### config.mk
export PLATFORM = sky130hd
export DESIGN_NAME = fp32_to_fxp8_q_flat
export DESIGN_NICKNAME = d
export VERILOG_FILES = /design/src/rtl/fp32_to_fxp8_q_if.sv /design/src/rtl/fp32_to_fxp8_q.sv /design/src/flat_wrapper.sv
export SDC_FILE = /design/constraint.sdc
export NUM_CORES = 1
export LEC_CHECK = 0
export ABC_AREA = 1
export BUFFER_PORTS_ARGS = -buffer_cell sky130_fd_sc_hd__buf_2
export CAP_MARGIN = 10
export CORE_ASPECT_RATIO = 1.4
export CORE_UTILIZATION = 63
export CTS_BUF_LIST = sky130_fd_sc_hd__clkbuf_16
export DETAILED_ROUTE_END_ITERATION = 8
export GPL_TIMING_DRIVEN = 0
export HOLD_SLACK_MARGIN = 0.12
export PLACE_DENSITY = 0.94
export SLEW_MARGIN = 20
export SYNTH_ARGS = -nofsm -noshare
export SYNTH_HDL_FRONTEND = slang
export SYNTH_SLANG_ARGS = --single-unit
### constraint.sdc
create_clock -name clk -period 5.3 [get_ports clk]
set_input_delay 1.06 -clock clk [delete_from_list [all_inputs] [get_ports clk]]
set_output_delay 1.06 -clock clk [all_outputs]
set_load 0.01 [all_outputs]
### src/rtl/fp32_to_fxp8_q_if.sv
// Stream bundle for the fp32 -> fixed-point converter: 32-bit float words in, 8-bit fixed words out.
interface fp32_to_fxp8_q_if;
   logic        s_valid;
   logic        s_ready;
   logic [31:0] s_data;
   logic        s_last;
   logic        m_valid;
   logic        m_ready;
   logic [7:0]  m_data;
   logic        m_last;

   modport slave (
      input  s_valid, s_data, s_last, m_ready,
      output s_ready, m_valid, m_data, m_last
   );

   modport master (
      output s_valid, s_data, s_last, m_ready,
      input  s_ready, m_valid, m_data, m_last
   );
endinterface

### src/rtl/fp32_to_fxp8_q.sv
// IEEE binary32 to signed WOI.WOF fixed point (round half away, saturating); 2-cycle latency,
// one word per cycle, valid/ready stall holds the output word and propagates back to s_ready.
module fp32_to_fxp8_q #(
   parameter int WOI = 1,
   parameter int WOF = 7
) (
   input  logic            clk,
   input  logic            rst,
   fp32_to_fxp8_q_if.slave bus,
   input  logic            clr,
   output logic [15:0]     sat_cnt
);
   typedef enum logic [1:0] {K_ZERO, K_NORM, K_INF, K_NAN} kind_t;

   // Only WOI+WOF == 8 is supported; the output word is fixed at 8 bits.
   localparam int W = WOI + WOF;
   localparam logic signed [9:0] EXP_BIAS = 10'(127 - WOF);
   localparam logic signed [9:0] EXP_HI   = 10'(W - 1);
   localparam logic signed [9:0] EXP_LO   = -10'sd1;
   localparam logic signed [9:0] RND_POS  = 10'sd22;
   localparam logic [8:0]        POS_LIM  = 9'((1 << (W - 1)) - 1);
   localparam logic [8:0]        NEG_LIM  = 9'(1 << (W - 1));
   localparam logic [7:0]        POS_SAT  = 8'(POS_LIM);
   localparam logic [7:0]        NEG_SAT  = 8'(NEG_LIM);

   logic               s1_valid;
   kind_t              s1_kind;
   logic               s1_sign;
   logic signed [9:0]  s1_exp;
   logic [23:0]        s1_mant;
   logic               s1_last;

   logic               q_valid;
   logic [7:0]         q_data;
   logic               q_last;
   logic               q_sat;

   logic               s2_load;
   logic               s1_load;
   kind_t              dec_kind;
   logic [7:0]         dec_exp;
   logic signed [9:0]  dec_off;

   assign s2_load     = !q_valid || bus.m_ready;
   assign s1_load     = !s1_valid || s2_load;
   assign bus.s_ready = s1_load;
   assign bus.m_valid = q_valid;
   assign bus.m_data  = q_data;
   assign bus.m_last  = q_last;

   // Stage 1: classify and turn the biased exponent into the leading-one bit position of q.
   assign dec_exp = bus.s_data[30:23];
   assign dec_off = $signed({2'b00, dec_exp}) - EXP_BIAS;

   always_comb begin
      dec_kind = K_NORM;
      if (dec_exp == 8'd0) begin
         dec_kind = K_ZERO;
      end else if (dec_exp == 8'hFF) begin
         dec_kind = (bus.s_data[22:0] != 23'd0) ? K_NAN : K_INF;
      end
   end

   always_ff @(posedge clk or posedge rst) begin
      if (rst) begin
         s1_valid <= 1'b0;
         s1_kind  <= K_ZERO;
         s1_sign  <= 1'b0;
         s1_exp   <= '0;
         s1_mant  <= '0;
         s1_last  <= 1'b0;
      end else if (s1_load) begin
         s1_valid <= bus.s_valid;
         if (bus.s_valid) begin
            s1_kind <= dec_kind;
            s1_sign <= bus.s_data[31];
            s1_exp  <= dec_off;
            s1_mant <= {1'b1, bus.s_data[22:0]};
            s1_last <= bus.s_last;
         end
      end
   end

   // Stage 2: keep one bit below the integer LSB, add it back in, then saturate and sign.
   logic [4:0] shamt;
   logic [8:0] shifted;
   logic [9:0] rnd;
   logic [8:0] mag;
   logic       over;
   logic [7:0] res;
   logic       res_sat;

   always_comb begin
      shamt   = '0;
      shifted = '0;
      rnd     = '0;
      mag     = '0;
      over    = (s1_exp > EXP_HI);
      res     = '0;
      res_sat = 1'b0;
      if (!over && (s1_exp >= EXP_LO)) begin
         shamt   = 5'(RND_POS - s1_exp);
         shifted = 9'(s1_mant >> shamt);
         rnd     = {1'b0, shifted} + 10'd1;
         mag     = 9'(rnd >> 1);
      end
      case (s1_kind)
         K_INF: begin
            res     = s1_sign ? NEG_SAT : POS_SAT;
            res_sat = 1'b1;
         end
         K_NORM: begin
            if (s1_sign) begin
               if (over || (mag > NEG_LIM)) begin
                  res     = NEG_SAT;
                  res_sat = 1'b1;
               end else begin
                  res = 8'(~mag + 9'd1);
               end
            end else if (over || (mag > POS_LIM)) begin
               res     = POS_SAT;
               res_sat = 1'b1;
            end else begin
               res = mag[7:0];
            end
         end
         default: begin
            res     = '0;
            res_sat = 1'b0;
         end
      endcase
   end

   always_ff @(posedge clk or posedge rst) begin
      if (rst) begin
         q_valid <= 1'b0;
         q_data  <= 8'h00;
         q_last  <= 1'b0;
         q_sat   <= 1'b0;
      end else if (s2_load) begin
         q_valid <= s1_valid;
         if (s1_valid) begin
            q_data <= res;
            q_last <= s1_last;
            q_sat  <= res_sat;
         end
      end
   end

   always_ff @(posedge clk or posedge rst) begin
      if (rst) begin
         sat_cnt <= 16'd0;
      end else if (clr) begin
         sat_cnt <= 16'd0;
      end else if (q_valid && bus.m_ready && q_sat && (sat_cnt != 16'hFFFF)) begin
         sat_cnt <= sat_cnt + 16'd1;
      end
   end
endmodule

### src/flat_wrapper.sv
// flat-port wrapper written by rule: the top's interface ports become plain ports
module fp32_to_fxp8_q_flat 
#(
   parameter int WOI = 1,
   parameter int WOF = 7
)
  (clk, rst, clr, sat_cnt, bus_s_valid, bus_s_data, bus_s_last, bus_m_ready, bus_s_ready, bus_m_valid, bus_m_data, bus_m_last);
  fp32_to_fxp8_q_if bus_i ();
  input  logic clk;
  input  logic rst;
  input  logic clr;
  output logic [15:0] sat_cnt;
  input wire logic [$bits(bus_i.s_valid)-1:0] bus_s_valid;
  input wire logic [$bits(bus_i.s_data)-1:0] bus_s_data;
  input wire logic [$bits(bus_i.s_last)-1:0] bus_s_last;
  input wire logic [$bits(bus_i.m_ready)-1:0] bus_m_ready;
  output wire logic [$bits(bus_i.s_ready)-1:0] bus_s_ready;
  output wire logic [$bits(bus_i.m_valid)-1:0] bus_m_valid;
  output wire logic [$bits(bus_i.m_data)-1:0] bus_m_data;
  output wire logic [$bits(bus_i.m_last)-1:0] bus_m_last;
  assign bus_i.s_valid = bus_s_valid;
  assign bus_i.s_data = bus_s_data;
  assign bus_i.s_last = bus_s_last;
  assign bus_i.m_ready = bus_m_ready;
  assign bus_s_ready = bus_i.s_ready;
  assign bus_m_valid = bus_i.m_valid;
  assign bus_m_data = bus_i.m_data;
  assign bus_m_last = bus_i.m_last;
  fp32_to_fxp8_q #(.WOI(WOI), .WOF(WOF)) u_core (.clk(clk), .rst(rst), .bus(bus_i), .clr(clr), .sat_cnt(sat_cnt));
endmodule
==> flow_summary.toml, run 1 <==
[yosys]
synth_area_leaders = "dfrtp_1, nand2_1, nand3_1"
synth_xor_area_frac = 0.0109
ys_ff_latch = 65
synth_compound_area_frac = 0.0624
syn_nets = 792
syn_inst = 744
synth_most_common_cell = "nand2_1"
synth_cell_types = 39
synth_top_family_by_area = "simple AND/OR/NAND/NOR gates"
synth_top_area_share = 0.337
syn-mean-instance-area_um2 = 6.50
synthAdderAreaFrac = 0.0259
synthMuxAreaShare = 0.00233
seq_area_frac_synth = 0.337
synth_edf_count = 0
synthFlopType = "dfrtp_1"
ys_top_cells_by_count = "nand2_1, nand3_1, dfrtp_1"
synth_largest_area_cell = "dfrtp_1"
async_reset_ff_frac = 1.00
synthSimpleGateAreaFrac = 0.480
syn_area_mm2 = 0.00483
ys_warn_count = 0

[timing]
fmax_mhz = 261
fin_skew_ps = 8.96
slew_headroom = 0.584
post-route-period-util = 0.722
worst_slew_pin_slew_ps = 618
finalSetupViolCount = 0
hold_viol = 0
fin_crit_ps = 3820
tns_ps = 0
slew_violations = 0
grt_setup_unrepaired = "false"

[global_route]
grt_pass1_vias = 5663
grt_pass1_wl_um = 25500
grt_max_degree = 57
antenna_found_initial = 0
grtUsageTotal = 0.402
grt-ovfl-total = 0

[cts]
cts_made_buffers = 9
clkLatencyLatePin_ps = 340
cts_setup_buffers = 0
clk_path_buf_depth = 2
ctsHoldBuffers = 0
path_clk_slew_ps = 60
cts_tree = "built"
cts_htree_levels = 3
cts_root_buf = "clkbuf_16"
cts_resized = 0
clock_sinks = 65

[finish]
final_nets = 868
areaGrowthSynthToFinish_pct = 16.4
drive_gt1_frac = 0.162
n_fill_cell = 512
antenna_cells = 0
fin_area_mm2 = 0.00562

[placed_design]
placed_area_mm2 = 0.00531
gp_congestion = 0.959
dp_hpwl_um = 10400
io_buffers = 64

[worst_setup_path]
critical_path.max_stage_delay_ps = 430
crit_top_cell = "nand2_1"
endpoint_kind = "flip-flop"
critical_path_required_ps = 5570
critPathKind = "reg2reg"
crit_arrival_ps = 4100
critical_path_peak_fanout = 10
cpMaxStageDelayCell = "dfrtp_1"
start_kind = "flip-flop"

[detailed_routing]
routed_wirelength_um = 15400
viasPerCell = 6.11
vias = 5634
wl_per_cell_um = 16.7
antenna_left = 0
drtIter0Drc = 610
drc = 0
dr.pass1.iters = 7

[worst_hold_path]
worstHoldPathType = "reg2reg"

[floorplan]
die_x_um = 76.0
core_area_mm2 = 0.00741
rows = 37
num_io_pins = 65
die_area_mm2 = 0.00803
floorplan.initialDensity = 0.653
die_height_um = 106

[power]
p_leak_nw = 2.96
irDropWorstVdd_mv = 0.333
powerDensity_mw_per_mm2 = 397

[flow_run]
max_cap_viol_count = 0

[outcome]
outcome = "completed"
-- final cells by class --
cell class	count	area, um2	share of cell area
buffer	24	144	0.0256
clock buffer	9	225	0.0400
clock inverter	7	93.8	0.0167
inverter	67	254	0.0452
multi-input combinational	588	2810	0.500
sequential	65	1630	0.289
tap	97	121	0.0216
timing repair buffer	65	348	0.0618
-- power breakdown --
part | switching, W | leakage (nW) | internal, W
Sequential | 0.0000622 | 0.827 | 0.000565
Combinational | 0.000642 | 1.97 | 0.000323
Clock | 0.000227 | 0.153 | 0.000411
Total | 0.000932 | 2.96 | 0.00130
-- final timing paths --
check | from | to | slack (ps) | cells past startpoint
worst max-delay path | u_core.s1_exp[1]$_DFFE_PP0P_ | u_core.q_sat$_DFFE_PP0P_ | 1480 | 27
min in group asynchronous | rst | u_core.s1_mant[15]$_DFFE_PP0P_ | 620 | 2
worst min-delay path | u_core.bus.m_data[1]$_DFFE_PP0P_ | u_core.bus.m_data[1]$_DFFE_PP0P_ | 480 | 2
worst max register to register | u_core.s1_exp[1]$_DFFE_PP0P_ | u_core.q_sat$_DFFE_PP0P_ | 1480 | 27
max in group asynchronous | rst | u_core.q_sat$_DFFE_PP0P_ | 4180 | 3
worst min register to register | u_core.bus.m_data[1]$_DFFE_PP0P_ | u_core.bus.m_data[1]$_DFFE_PP0P_ | 480 | 2
-- flip-flops by register name, indices dropped and copies added (netlist names) --
signal and cells:
u_core.s1_last 1, u_core.bus.m_data 8, u_core.sat_cnt 16, u_core.s1_mant 24, u_core.s1_kind 2, u_core.q_sat 1, u_core.s1_exp 9, u_core.s1_sign 1
u_core.s1_valid 1, u_core.bus.m_last 1, u_core.bus.m_valid 1
-- metrics by stage --
| step | worst slack [ps] | total power, W | hold slack, ps | instances | utilization |
|---|---|---|---|---|---|
| finish | 1480 | 0.00223 | 483 | 922 | 0.759 |
| global route | 1110 | 0.00237 | 521 | 922 | 0.759 |
| CTS | 1550 | 0.00220 | 488 | 922 | 0.759 |
| detailed placement | 1570 | 0.00156 | 459 | 906 | 0.716 |
| global placement | 1720 | 0.00152 | 461 | 905 | 0.712 |
| floorplan | 2210 | 0.00132 | 445 | 744 | - |
-- logic make-up (layout without fill, tap and decap cells) --
logic type	after synthesis	in the layout
flip-flops	65	65
XOR/XNOR	6	6
buffers and inverters	91	172
AO/OA/AOI/OAI	53	53
adder cells (fa/ha/maj)	10	10
multiplexers	1	1
AND/OR/NAND/NOR	518	518
-- layout by cell type (no fill, tap or decap), types with 2 or more instances in the layout --
cell type	count
nor3_1	7
a21oi_1	15
dfrtp_1	65
nor2_2	4
o211ai_1	2
nor4_1	11
inv_2	6
o21ai_0	26
xor2_1	3
bufinv_16	2
or2_2	2
nand2_1	295
ha_1	10
nand2_2	7
inv_1	59
xnor2_1	3
clkbuf_16	9
nand4_1	13
clkinv_1	2
buf_4	4
buf_2	71
nand3_2	7
clkbuf_1	9
o21ai_1	2
nand3_1	116
buf_6	4
o22ai_1	2
nor2_1	44
nor2_4	3
nand2_4	5
-- metal layers --
layer	GRT usage	part of all wire
met2	0.690	0.49
met5	0	0
met1	0.451	0.37
met3	0.0727	0.081
met4	0.277	0.061
-- critical path: cells and delay by family (launching register included) --
kind | cells | cell delay, ps
simple gates | 19 | 1810
flops | 1 | 430
fa+ha+maj | 3 | 880
buf+inv | 5 | 620
(Power assumes the default switching activity.)
==> inputs of run 2 (changes only) <==
--- a/config.mk
+++ b/config.mk
@@ -5,16 +5,16 @@
 export SDC_FILE = /design/constraint.sdc
 export NUM_CORES = 1
 export LEC_CHECK = 0
-export ABC_AREA = 1
+export ABC_AREA = 0
 export BUFFER_PORTS_ARGS = -buffer_cell sky130_fd_sc_hd__buf_2
 export CAP_MARGIN = 10
 export CORE_ASPECT_RATIO = 1.4
-export CORE_UTILIZATION = 63
+export CORE_UTILIZATION = 59
 export CTS_BUF_LIST = sky130_fd_sc_hd__clkbuf_16
 export DETAILED_ROUTE_END_ITERATION = 8
 export GPL_TIMING_DRIVEN = 0
 export HOLD_SLACK_MARGIN = 0.12
-export PLACE_DENSITY = 0.94
+export PLACE_DENSITY = 0.89
 export SLEW_MARGIN = 20
 export SYNTH_ARGS = -nofsm -noshare
 export SYNTH_HDL_FRONTEND = slang
==> constraint.sdc (replaced) <==
create_clock -name clk -period 3.6 [get_ports clk]
set_input_delay 0.72 -clock clk [delete_from_list [all_inputs] [get_ports clk]]
set_output_delay 0.72 -clock clk [all_outputs]
set_load 0.01 [all_outputs]
==> run 2 against run 1 <==
The run now ends with setup timing left. Largest cell class unchanged. Largest power group unchanged. Core utilization is 4.0 points higher. Register-to-register slack got worse by 2100 ps. Critical path type unchanged. Power is 91% higher. Synthesized area up 4.1%.
==> flow_summary.toml, run 2 <==
[outcome]
outcome = "complete, but fails checks"
violations = "setup timing"

[finish]
layout_common_cells = "buf_2, dfrtp_1, mux2_2"
antenna_cells = 0
largest_reg_flops = 24
reg_top3 = "u_core.s1_mant (24), u_core.sat_cnt (16), u_core.s1_exp (9)"
mostFrequentLayoutCell = "buf_2"
areaGrowthSynthToFinish_pct = 30.3
fin_area_mm2 = 0.00656
final_nets = 648
largest-register = "u_core.s1_mant"
stdcell_count = 707
drive_gt1_frac = 0.430

[worst_setup_path]
endpoint_kind = "flip-flop"
crit_family = "simple AND/OR/NAND/NOR gates"
cp.buffers_inverters = 4
critical_path_peak_fanout = 5
start_kind = "flip-flop"
critical_path_required_ps = 3860
crit_top_cell = "buf_4"
cp_cell_sequence = "ha_4, buf_12, buf_4, mux2i_1, mux4_2, buf_4, a2111oi_4, nor2_2, or3_4, nor4_4, buf_4, nor2_1, and4bb_4, nor4_2, o41ai_2"
cpMaxStageDelayCell = "mux4_2"
critPathKind = "reg2reg"
crit_arrival_ps = 4430
critical_path.max_stage_delay_ps = 520

[timing]
fmax_mhz = 240
worst_slew_pin_slew_ps = 887
fin_crit_ps = 4180
finalWorstSetupSlack_ps = -575
slew_headroom = 0.405
finalSetupViolCount = 9
fin_skew_ps = 10.8
grt_setup_unrepaired = "true"
slew_violations = 0
post-route-period-util = 1.16
hold_viol = 0

[yosys]
synth_most_common_cell = "dfrtp_1"
syn_area_mm2 = 0.00503
seq_area_frac_synth = 0.323
ys_ff_latch = 65
ys_top_cells_by_count = "dfrtp_1, mux2_2, nor2_1"
async_reset_ff_frac = 1.00
synth_edf_count = 0
syn-mean-instance-area_um2 = 10.3
synth_area_leaders = "dfrtp_1, mux2_2, mux4_2"
synth_cell_types = 74
synth_largest_area_cell = "dfrtp_1"
ys_warn_count = 0
syn_inst = 490
synthFlopType = "dfrtp_1"
syn_nets = 538
synth_top_area_share = 0.323

[cts]
cts_htree_levels = 3
path_clk_slew_ps = 70
cts_made_buffers = 9
clock_sinks = 65
cts_tree = "built"
clk_path_buf_depth = 2
clkLatencyLatePin_ps = 360
ctsHoldBuffers = 0
cts_root_buf = "clkbuf_16"

[placed_design]
dp_hpwl_um = 9890
dp.cells = 656
placed_area_mm2 = 0.00558
gp_congestion = 0.911
io_buffers = 63

[worst_hold_path]
worstHoldPathType = "in2async"

[power]
powerDensity_mw_per_mm2 = 650
p_leak_nw = 2.77
total_power_w = 0.00426
irDropWorstVdd_mv = 0.454

[floorplan]
rows = 39
die_height_um = 111
die_area_mm2 = 0.00891
core_area_mm2 = 0.00820
die_x_um = 80.1
floorplan.initialDensity = 0.614
num_io_pins = 65

[flow_run]
max_cap_viol_count = 0

[detailed_routing]
viasPerCell = 7.26
routed_wirelength_um = 17700
drc = 0
antenna_left = 0
wl_per_cell_um = 25.0
dr.pass1.iters = 6
drtIter0Drc = 643
vias = 5131

[global_route]
grtUsageTotal = 0.380
antenna_found_initial = 0
grt-ovfl-total = 0
grt_pass1_wl_um = 25300
grt_pass1_vias = 4976
grt_max_degree = 41
[run 2: layout make-up]
type,count,area [um2]
clock buffer,9,225
fill,444,1640
sequential,65,1630
timing repair buffer,101,648
multi-input combinational,390,3620
tap,102,128
buffer,22,168
clock inverter,7,93.8
inverter,11,46.3
[run 2: final timing paths]
kind	from	to	slack, ps	cells after the start
worst max-delay path	u_core.s1_exp[0]$_DFFE_PP0P_	u_core.bus.m_data[1]$_DFFE_PP0P_	-580	15
worst min-delay path	rst	u_core.s1_mant[9]$_DFFE_PP0P_	340	2
worst max register to register	u_core.s1_exp[0]$_DFFE_PP0P_	u_core.bus.m_data[1]$_DFFE_PP0P_	-580	15
worst min register to register	u_core.bus.m_data[2]$_DFFE_PP0P_	u_core.bus.m_data[2]$_DFFE_PP0P_	480	2
max in group asynchronous	rst	u_core.s1_exp[1]$_DFFE_PP0P_	2720	3
min in group clk	u_core.bus.m_data[2]$_DFFE_PP0P_	u_core.bus.m_data[2]$_DFFE_PP0P_	480	2
[run 2: what timing repair did]
item,4_1_cts,5_1_grt
gates cloned,1,0
buffers inserted,26,11
endpoints found under the setup margin,9,9
endpoints found under the hold margin,0,0
resized for setup,43,31
pin swaps,29,25
[run 2: report_power, final]
part,internal (W),switching [W]
Clock,0.000606,0.000379
Sequential,0.000835,0.000108
Combinational,0.00106,0.00128
Total,0.00250,0.00176
[run 2: kinds of logic after synthesis]
logic type / count (synthesis) / share of synthesized area
AO/OA/AOI/OAI: 93 / 0.131
XOR/XNOR: 26 / 0.0542
AND/OR/NAND/NOR: 168 / 0.180
adder cells (fa/ha/maj): 10 / 0.0249
buffers and inverters: 35 / 0.0388
multiplexers: 93 / 0.249
flip-flops: 65 / 0.323
[run 2: worst register-to-register path, stage by stage (launching register included)]
cell       delay [ps]
dfrtp_2           440
ha_4              280
buf_12            150
buf_4             130
mux2i_1           120
mux4_2            520
buf_4             180
a2111oi_4         370
nor2_2            100
or3_4             430
nor4_4            430
buf_4             170
nor2_1             40
and4bb_4          370
nor4_2             80
o41ai_2           270
[run 2: metrics by stage]
step	hold WS (ps)	setup slack [ps]	utilization	setup TNS [ps]
floorplan	457	-163	-	-820
global placement	449	-712	0.678	-5590
detailed placement	460	-808	0.681	-6230
CTS	350	-407	0.771	-3200
global route	376	-674	0.800	-5620
finish	339	-575	0.800	-4670
[run 2: per-layer routing]
metal,global-route usage,routed length [um]
met3,0.0872,1400
met1,0.401,5940
met2,0.642,8670
met4,0.281,1650
met5,0,0
==> inputs of run 3 (changes only) <==
--- a/config.mk
+++ b/config.mk
@@ -6,15 +6,16 @@
 export NUM_CORES = 1
 export LEC_CHECK = 0
 export ABC_AREA = 0
-export BUFFER_PORTS_ARGS = -buffer_cell sky130_fd_sc_hd__buf_2
 export CAP_MARGIN = 10
 export CORE_ASPECT_RATIO = 1.4
-export CORE_UTILIZATION = 59
+export CORE_UTILIZATION = 60
 export CTS_BUF_LIST = sky130_fd_sc_hd__clkbuf_16
 export DETAILED_ROUTE_END_ITERATION = 8
+export DONT_BUFFER_PORTS = 1
 export GPL_TIMING_DRIVEN = 0
 export HOLD_SLACK_MARGIN = 0.12
-export PLACE_DENSITY = 0.89
+export PLACE_DENSITY = 0.84
+export SKIP_CTS_REPAIR_TIMING = 1
 export SLEW_MARGIN = 20
 export SYNTH_ARGS = -nofsm -noshare
 export SYNTH_HDL_FRONTEND = slang
==> run 3 against run 2 <==
The flow still finishes with violations (setup timing). Core utilization down 6.8 points. Largest cell class unchanged. Final cell count decreased by 12%. Critical path depth unchanged. Via count fell by 16%. Power fell by 8.9%. Sequential share of layout area up 2.4 points. Largest power group unchanged. Register-to-register slack improved by 20 ps. Critical endpoint unchanged.
==> flow_summary.toml, run 3 (same netlist as run 2, synthesis figures left out) <==
[worst_setup_path]
cp.buffers_inverters = 2
crit_family = "simple AND/OR/NAND/NOR gates"
endpoint_kind = "flip-flop"
critPathKind = "reg2reg"
critical_path.max_stage_delay_ps = 530
crit_arrival_ps = 4380
cpMaxStageDelayCell = "mux4_2"
cp_cell_sequence = "ha_4, buf_12, buf_12, mux2i_1, mux4_2, a21oi_2, a21o_1, ha_4, o221ai_4, or4_1, or4_4, o211ai_1, nand2_2, nor4_2, o41ai_2"
critical_path_required_ps = 3830
critical_path_peak_fanout = 10
start_kind = "flip-flop"

[finish]
drive_gt1_frac = 0.320
layout_common_cells = "dfrtp_1, mux2_2, nor2_1"
largest_reg_flops = 24
final_nets = 565
mostFrequentLayoutCell = "dfrtp_1"
largest-register = "u_core.s1_mant"
reg_top3 = "u_core.s1_mant (24), u_core.sat_cnt (16), u_core.s1_exp (9)"
antenna_cells = 0
areaGrowthSynthToFinish_pct = 18.5
n_fill_cell = 534

[worst_hold_path]
worstHoldPathType = "in2async"

[cts]
cts_htree_levels = 3
clkLatencyLatePin_ps = 350
cts_made_buffers = 9
clk_path_buf_depth = 2
cts_root_buf = "clkbuf_16"
clock_sinks = 65
path_clk_slew_ps = 70
cts_tree = "built"

[floorplan]
core_area_mm2 = 0.00815
die_area_mm2 = 0.00876
die_height_um = 110
die_x_um = 79.4
rows = 39
num_io_pins = 65
floorplan.initialDensity = 0.618

[global_route]
grtUsageTotal = 0.304
grt_pass1_wl_um = 20000
grt-ovfl-total = 0
antenna_found_initial = 0
grt_pass1_vias = 4137
grt_max_degree = 47

[power]
p_leak_nw = 2.37
irDropWorstVdd_mv = 0.482
powerDensity_mw_per_mm2 = 651

[detailed_routing]
drtIter0Drc = 319
dr.pass1.iters = 5
drc = 0
wl_per_cell_um = 21.4
routed_wirelength_um = 13400
vias = 4286
antenna_left = 0
viasPerCell = 6.87

[timing]
slew_headroom = 0.439
post-route-period-util = 1.15
finalSetupViolCount = 9
hold_viol = 0
fmax_mhz = 241
worst_slew_pin_slew_ps = 836
finalWorstSetupSlack_ps = -555
tns_ps = -4560
fin_crit_ps = 4160
fin_skew_ps = 9.67
grt_setup_unrepaired = "true"
slew_violations = 0

[placed_design]
gp_congestion = 0.947
io_buffers = 0
dp_hpwl_um = 9340
place_ws_ps = -720

[outcome]
outcome = "complete, but fails checks"
violations = "setup timing"

[flow_run]
max_cap_viol_count = 0
## run 3: cell count changes in the layout (fill, tap and decap cells not counted), sizes merged
cell / previous run / this run
buf: 115 / 32
inv: 12 / 14
clkinv: 3 / 2
clkinvlp: 1 / 0
## run 3: power breakdown
group          switching [W]  leakage [nW]  total (W)  internal (W)
clock network       0.000376         0.161   0.000990      0.000614
registers           0.000125         0.808   0.000959      0.000835
logic                0.00105          1.41    0.00193      0.000880
## run 3: per-stage QoR
stage / utilization / instance area [um2] / hold slack (ps) / instances / total power, W
3_5_place_dp: 0.647 / 5270 / 498 / 593 / 0.00257
2_1_floorplan: - / 5120 / 457 / 490 / 0.00225
3_3_place_gp: 0.644 / 5250 / 470 / 592 / 0.00252
6_report: 0.732 / 5970 / 177 / 624 / 0.00388
4_1_cts: 0.686 / 5590 / 182 / 609 / 0.00357
5_1_grt: 0.732 / 5970 / 197 / 624 / 0.00407
## run 3: layout make-up
class	instances	area, um2	area share
Inverter	11	43.8	0.00734
Sequential cell	65	1630	0.273
Clock inverter	7	100	0.0168
Buffer	23	173	0.0289
Tap cell	102	128	0.0214
Clock buffer	9	225	0.0378
Timing Repair Buffer	17	140	0.0235
Multi-Input combinational cell	390	3530	0.591
## run 3: metal layers
layer	vias up	track usage	routed length (um)
met2	178	0.543	7250
met3	64	0.0650	668
met5	-	0	0
met4	0	0.182	670
met1	2104	0.329	4800
li1	1940	-	-
## run 3: path summary, 6_finish.rpt
| check | from | to | slack (ps) | cells past startpoint |
|---|---|---|---|---|
| worst max-delay path | u_core.s1_exp[1]$_DFFE_PP0P_ | u_core.bus.m_data[1]$_DFFE_PP0P_ | -560 | 15 |
| worst min-delay path | rst | u_core.s1_mant[8]$_DFFE_PP0P_ | 180 | 1 |
| worst max register to register | u_core.s1_exp[1]$_DFFE_PP0P_ | u_core.bus.m_data[1]$_DFFE_PP0P_ | -560 | 15 |
| worst min register to register | u_core.s1_valid$_DFFE_PP0N_ | u_core.bus.m_valid$_DFFE_PP0P_ | 510 | 1 |
| max in group asynchronous | rst | u_core.s1_exp[1]$_DFFE_PP0P_ | 2890 | 2 |
| min in group clk | bus_s_data[30] | u_core.s1_exp[8]$_DFFE_PP0P_ | 490 | 1 |
